==> config.mk <==
export PLATFORM = sky130hd
export DESIGN_NAME = cook_sr_driver
export DESIGN_NICKNAME = d
export VERILOG_FILES = /design/src/rtl/cook_pkg.sv /design/src/rtl/sr_debounce.sv /design/src/rtl/cook_sr_driver.sv
export SDC_FILE = /design/constraint.sdc
export NUM_CORES = 1
export LEC_CHECK = 0
export CAP_MARGIN = 10
export CORE_ASPECT_RATIO = 1.25
export CORE_MARGIN = 2
export CORE_UTILIZATION = 40
export CTS_CLUSTER_DIAMETER = 60
export DETAILED_ROUTE_END_ITERATION = 12
export PLACE_DENSITY = 0.63
export SYNTH_ARGS = -nofsm -noshare
export SYNTH_HDL_FRONTEND = slang
export SYNTH_SLANG_ARGS = --single-unit
==> constraint.sdc <==
create_clock -name clk -period 7 [get_ports clk]
set_input_delay 1.4 -clock clk [delete_from_list [all_inputs] [get_ports clk]]
set_output_delay 1.4 -clock clk [all_outputs]
set_load 0.1 [all_outputs]
==> src/rtl/cook_pkg.sv <==
// cook_pkg
//   Shared definitions for the cook timer S/R latch driver.
//   - cook_state_t : FSM state encoding (IDLE, SET_P, COOK, RST_P)
//   - DEFAULT_CLK_PER_SEC / DEFAULT_PULSE_CYCLES : default parameter values
package cook_pkg;

    typedef enum logic [1:0] {
        IDLE  = 2'd0,
        SET_P = 2'd1,
        COOK  = 2'd2,
        RST_P = 2'd3
    } cook_state_t;

    localparam int DEFAULT_CLK_PER_SEC  = 50_000_000;
    localparam int DEFAULT_PULSE_CYCLES = 4;

endpackage

==> src/rtl/sr_debounce.sv <==
// sr_debounce
//   1-bit input conditioner: two-flop synchronizer followed by a stability
//   filter. The output only follows the input after it has held the same
//   value for DB_CYCLES consecutive cycles.
//   Parameters: DB_CYCLES  stability window in cycles (>=1)
//               RESET_VAL  value presented on the output while in reset
//   Ports:      clk, rst_n (async active-low), din (raw), dout (filtered)
module sr_debounce #(
    parameter int   DB_CYCLES = 16,
    parameter logic RESET_VAL = 1'b0
) (
    input  logic clk,
    input  logic rst_n,
    input  logic din,
    output logic dout
);

    localparam int CW = $clog2(DB_CYCLES + 1);

    logic          din_meta;
    logic          din_sync;
    logic [CW-1:0] stable_cnt;

    // Synchronize the raw input, then count how long it has differed from
    // the current output; commit the new level once the window is filled.
    always_ff @(posedge clk or negedge rst_n) begin
        if (!rst_n) begin
            din_meta   <= RESET_VAL;
            din_sync   <= RESET_VAL;
            dout       <= RESET_VAL;
            stable_cnt <= '0;
        end else begin
            din_meta <= din;
            din_sync <= din_meta;
            if (din_sync == dout) begin
                stable_cnt <= '0;
            end else if (stable_cnt == CW'(DB_CYCLES - 1)) begin
                dout       <= din_sync;
                stable_cnt <= '0;
            end else begin
                stable_cnt <= stable_cnt + CW'(1);
            end
        end
    end

endmodule

==> src/rtl/cook_sr_driver.sv <==
// cook_sr_driver
//   Cook timer that drives a downstream SR latch controlling the magnetron.
//   An accepted start issues an S pulse, counts down time_sec seconds, then
//   issues an R pulse. Cancel or an open door aborts the cook with an R pulse.
//
//   Parameters: CLK_PER_SEC  clock cycles per timer second (>=2)
//               PULSE_CYCLES width of each S/R pulse (1..15)
//               DB_CYCLES    debounce window (only with COOK_SR_DEBOUNCE_EN)
//   Ports:      clk, rst_n      clock, async active-low reset
//               start_btn       start request (rising edge starts)
//               cancel_btn      cancel request (level)
//               door_open       door sensor, 1 = open
//               time_sec[7:0]   cook time, sampled on accepted start
//               S, R            set / reset commands to the SR latch
//               busy            high in SET_P, COOK, RST_P
//               done            one-cycle pulse on timeout completion
//               remaining[7:0]  seconds left, 0 when idle
//   Configuration: define COOK_SR_DEBOUNCE_EN to debounce the three button
//   and sensor inputs; otherwise they only pass a two-flop synchronizer.
module cook_sr_driver
    import cook_pkg::*;
#(
    parameter int CLK_PER_SEC  = DEFAULT_CLK_PER_SEC,
    parameter int PULSE_CYCLES = DEFAULT_PULSE_CYCLES,
    parameter int DB_CYCLES    = 16
) (
    input  logic       clk,
    input  logic       rst_n,
    input  logic       start_btn,
    input  logic       cancel_btn,
    input  logic       door_open,
    input  logic [7:0] time_sec,
    output logic       S,
    output logic       R,
    output logic       busy,
    output logic       done,
    output logic [7:0] remaining
);

    localparam int PW = (CLK_PER_SEC > 1) ? $clog2(CLK_PER_SEC) : 1;

    logic start_s;
    logic cancel_s;
    logic door_s;

`ifdef COOK_SR_DEBOUNCE_EN
    // Start and door reset to 1 so a held button or unknown door cannot
    // look like a fresh, safe start right after reset.
    sr_debounce #(.DB_CYCLES(DB_CYCLES), .RESET_VAL(1'b1)) u_db_start (
        .clk(clk), .rst_n(rst_n), .din(start_btn), .dout(start_s)
    );
    sr_debounce #(.DB_CYCLES(DB_CYCLES), .RESET_VAL(1'b0)) u_db_cancel (
        .clk(clk), .rst_n(rst_n), .din(cancel_btn), .dout(cancel_s)
    );
    sr_debounce #(.DB_CYCLES(DB_CYCLES), .RESET_VAL(1'b1)) u_db_door (
        .clk(clk), .rst_n(rst_n), .din(door_open), .dout(door_s)
    );
`else
    logic start_meta;
    logic cancel_meta;
    logic door_meta;

    // Plain two-flop synchronizers; start and door reset high for the same
    // reason as the debounced build.
    always_ff @(posedge clk or negedge rst_n) begin
        if (!rst_n) begin
            start_meta  <= 1'b1;
            start_s     <= 1'b1;
            cancel_meta <= 1'b0;
            cancel_s    <= 1'b0;
            door_meta   <= 1'b1;
            door_s      <= 1'b1;
        end else begin
            start_meta  <= start_btn;
            start_s     <= start_meta;
            cancel_meta <= cancel_btn;
            cancel_s    <= cancel_meta;
            door_meta   <= door_open;
            door_s      <= door_meta;
        end
    end
`endif

    cook_state_t   state;
    cook_state_t   state_n;
    logic          start_prev;
    logic          start_edge;
    logic          abort;
    logic [3:0]    pulse_cnt;
    logic [3:0]    pulse_cnt_n;
    logic [PW-1:0] presc;
    logic [PW-1:0] presc_n;
    logic [7:0]    remaining_n;
    logic          done_n;

    assign start_edge = start_s & ~start_prev;
    assign abort      = cancel_s | door_s;

    // Edge-detector history resets to 1 so a button held through reset
    // never produces a start edge.
    always_ff @(posedge clk or negedge rst_n) begin
        if (!rst_n) begin
            start_prev <= 1'b1;
        end else begin
            start_prev <= start_s;
        end
    end

    // State register.
    always_ff @(posedge clk or negedge rst_n) begin
        if (!rst_n) begin
            state <= IDLE;
        end else begin
            state <= state_n;
        end
    end

    // Counters and the registered done pulse; done lands in the first
    // RST_P cycle together with remaining = 0.
    always_ff @(posedge clk or negedge rst_n) begin
        if (!rst_n) begin
            pulse_cnt <= '0;
            presc     <= '0;
            remaining <= '0;
            done      <= 1'b0;
        end else begin
            pulse_cnt <= pulse_cnt_n;
            presc     <= presc_n;
            remaining <= remaining_n;
            done      <= done_n;
        end
    end

    // Next-state and counter logic. Abort is checked before the timeout
    // decrement so a cancel in the same cycle suppresses done.
    always_comb begin
        state_n     = state;
        pulse_cnt_n = pulse_cnt;
        presc_n     = presc;
        remaining_n = remaining;
        done_n      = 1'b0;
        unique case (state)
            IDLE: begin
                remaining_n = '0;
                if (start_edge && !abort && (time_sec != 8'd0)) begin
                    state_n     = SET_P;
                    remaining_n = time_sec;
                    presc_n     = '0;
                    pulse_cnt_n = '0;
                end
            end
            SET_P: begin
                if (abort) begin
                    state_n     = RST_P;
                    remaining_n = '0;
                    pulse_cnt_n = '0;
                end else if (pulse_cnt == 4'(PULSE_CYCLES - 1)) begin
                    state_n     = COOK;
                    pulse_cnt_n = '0;
                    presc_n     = '0;
                end else begin
                    pulse_cnt_n = pulse_cnt + 4'd1;
                end
            end
            COOK: begin
                if (abort) begin
                    state_n     = RST_P;
                    remaining_n = '0;
                    pulse_cnt_n = '0;
                end else if (presc == PW'(CLK_PER_SEC - 1)) begin
                    presc_n = '0;
                    if (remaining <= 8'd1) begin
                        state_n     = RST_P;
                        remaining_n = '0;
                        pulse_cnt_n = '0;
                        done_n      = 1'b1;
                    end else begin
                        remaining_n = remaining - 8'd1;
                    end
                end else begin
                    presc_n = presc + PW'(1);
                end
            end
            RST_P: begin
                if (pulse_cnt == 4'(PULSE_CYCLES - 1)) begin
                    state_n     = IDLE;
                    pulse_cnt_n = '0;
                end else begin
                    pulse_cnt_n = pulse_cnt + 4'd1;
                end
            end
            default: begin
                state_n = IDLE;
            end
        endcase
    end

    // Outputs decode directly from state so reset clears them immediately.
    assign S    = (state == SET_P);
    assign R    = (state == RST_P);
    assign busy = (state != IDLE);

endmodule
==> summary.txt <==
Status
  • Outcome: finished, final reports clean

Clock tree
  • Clk root buf: clkbuf_8
  • Postcts setup bufs: 0
  • Post-CTS Resized: 0
  • CTS tree: built
  • Clock-pin transition on the worst setup and hold timing paths: 0.09 ns
  • CTS Hold Buffers Added: 0
  • Htree depth: 2
  • Clock sinks: 48
  • Number of buffers created by CTS: 5
  • Clock Tree Buf Depth: 2
  • Clock Latency Late Sink: 0.30 ns

Floorplanning
  • # rows: 34
  • Die Area: 7640 um2
  • DIE WIDTH: 78.6 um
  • # IOs: 25
  • Core Region: 6850 um2
  • Initial Util: 40.6%
  • Die Y: 97.3 um

Finish
  • Multi-input gate area: 1480 um2
  • Filler cell count: 658
  • Post-route cell area: 3220 um2
  • Antenna diodes: 0
  • Fraction of layout cells with a size suffix above 1: 8.62%
  • Register area: 1210 um2
  • Final std cells w/o fill: 415
  • Area grow syn2layout: 15.6%
  • Nets@finish: 346

Drt
  • Vias post-DR: 2,397
  • First DRT Iteration DRCs: 160
  • Avg WL per Cell: 15.5 um
  • WL final: 6.41 mm
  • DRT Pass-1 Iters: 4
  • Remaining antenna violation count: 0
  • DRC violations left: 0
  • Vias per std cell: 5.78

Yosys
  • Syn Inst Count: 300
  • Top_reg_cell synth: dfrtp_1
  • Flops & latches, synth: 48
  • Most common cell in the netlist: dfrtp_1
  • Post-synth top area share: 38.7%
  • Ys async rst share: 100%
  • Register area share after synthesis: 43.4%
  • Area leader, netlist: dfrtp_1
  • Synth top cells by count: 43 x dfrtp_1, 30 x nor2_1, 25 x a21oi_1
  • Mean Syn Cell Area: 9.28 um2
  • Synth unique cells: 59
  • Synthesized area: 2780 um2
  • Syn_nets: 322
  • Synthesis Warnings: 0
  • Area contributors post-synth: dfrtp_1 39%, dfstp_2 4.7%, a21oi_1 4.5%, ha_1 4.0%, nor2_1 4.0%
  • Number of enable flip-flop cells after synthesis: 0

Critical path
  • Crit-path cells: clkdlybuf4s50_1 > nor4_1 > a21oi_4 > o21ai_2 > nor2_1 > a21oi_1
  • Critical-path maximum fanout: 27
  • Slowest cell on crit path: o21ai_2
  • Reg2reg setup slack: 3.92 ns
  • WP data required: 7.22 ns
  • Worst setup SP type: input port
  • Slowest stage delay, CP: 0.79 ns
  • Crit end category: flop
  • Worst Path Arrival: 4.12 ns
  • Critical path class: input port to flop

Timing
  • Tightest Pin Transition: 1.01 ns
  • RSZ-0062 raised after global routing: no
  • Fmax: 0.256 GHz
  • Max-slew violation count: 0
  • Tmin final: 3.90 ns
  • Setup TNS: 0 ns
  • Fin Clk Skew: 0.00717 ns
  • Final hold vios: 0
  • Slew Limit Headroom: 32.3%
  • Final setup viols: 0
  • Crit share post-route: 55.8%

Power and ir drop
  • P per Cell Area: 338 nW/um2
  • VDD IR max: 0.000215 V
  • Pleak: 1.25 nW

Global route
  • Met2 usage: 33.1%
  • First-pass GRT wire length: 11.3 mm
  • Met1 GRT Util: 21.9%
  • Remaining global-route overflow: 0
  • Initial antenna violation count: 0
  • Largest net degree at the start of global routing: 49
  • Gr usage total: 18.3%
  • Busiest grt layer: met2
  • Vias in the first global route: 2,451
  • Met3 Resource Use GR: 2.88%

Place
  • HPWL Detailed: 4.67 mm
  • Routability cong.: 0.803
  • Port Buf Inserts: 24
  • Area of placed instances: 3110 um2
  • Dpl cells: 407

Worst hold path
  • Hold WC Path Type: flop to flop

Flow run
  • Max-cap violation count: 0
worst max-delay path: cells and delay by family:
| kind | cells | cell delay (ns) |
|---|---|---|
| and+or+nand+nor | 2 | 1.05 |
| AOI/OAI and AO/OA | 3 | 1.22 |
| buffers and inverters | 1 | 0.44 |
area by class of cell:
cell class	count	area share [%]
inverters	16	1.87
flip-flops and latches	48	37.5
repair buffers	25	7.55
clock buffers	5	2.14
well taps	90	3.50
multi-input cells	228	46.1
clock inverters	3	1.32
metal layers:
metal  wire length (um)  vias up
li1                   -     1185
met1               2730     1157
met2               3360       47
met3                220        8
met4                100        0
met5                  0        -
metrics by stage:
step | hold slack (ns) | total power [W] | worst slack, ns | util [%]
2_1_floorplan | 0.331 | 0.000768 | 4.09 | -
3_3_place_gp | 0.338 | 0.000890 | 2.80 | 45.3
3_5_place_dp | 0.340 | 0.000894 | 2.72 | 45.3
4_1_cts | 0.361 | 0.00110 | 3.02 | 47.0
5_1_grt | 0.360 | 0.00116 | 2.74 | 47.0
6_report | 0.356 | 0.00109 | 3.10 | 47.0
state kept, by name, summed over array words and instances, names as in the netlist:
name / count
presc: 26
remaining: 8
pulse_cnt: 4
state: 2
cancel_meta: 1
cancel_s: 1
done: 1
door_meta: 1
door_s: 1
start_meta: 1
start_prev: 1
start_s: 1
path summary, 6_finish.rpt:
kind,from,end,cells past startpoint
setup / recovery,time_sec[5],presc[23],6
hold / removal,cancel_meta,cancel_s,0
setup reg to reg,presc[0],presc[8],6
hold reg to reg,cancel_meta,cancel_s,0
max in group asynchronous,rst_n,remaining[7],2
min in group asynchronous,rst_n,remaining[1],2
power breakdown:
| group | internal (W) | switching (W) | leakage, nW | total, W |
|---|---|---|---|---|
| logic | 0.000156 | 0.000398 | 0.560 | 0.000555 |
| clock network | 0.000106 | 0.0000943 | 0.0541 | 0.000200 |
| registers | 0.000304 | 0.0000270 | 0.639 | 0.000331 |
| total | 0.000566 | 0.000519 | 1.25 | 0.00109 |
cells in the final DEF, fill, tap and decap left out, drive strengths merged, types with 2 or more instances in the layout:
cell type and count:
clkbuf 5, o211ai 2, dfstp 5, and2 2, ha 9, a21oi 27, or3 7, dfrtp 43
nor4 10, o2bb2ai 3, a31oi 2, o31ai 8, nand2b 3, mux2 2, or4 7, o21ai 13
a32oi 4, and3 2, inv 15, clkdlybuf4s50 23, mux2i 3, or2 6, nor2 30, and4 3
xor2 3, nand4 9, a22o 6, nand2 18, o2111ai 3, o22ai 5, nor3 6, nand3 13
a21o 6, buf 2, clkinv 2
cells by family (layout without fill, tap and decap cells):
group	after synthesis	after routing	synth area share (%)
and+or+nand+nor	121	121	23.4
AOI/OAI and AO/OA	89	89	22.7
DFF	48	48	43.4
buffers and inverters	24	49	3.33
adders and majority gates	9	9	4.05
muxes	5	5	1.89
xor gates and xnor gates	4	4	1.26
No activity file was read; power rests on OpenSTA's default activity.
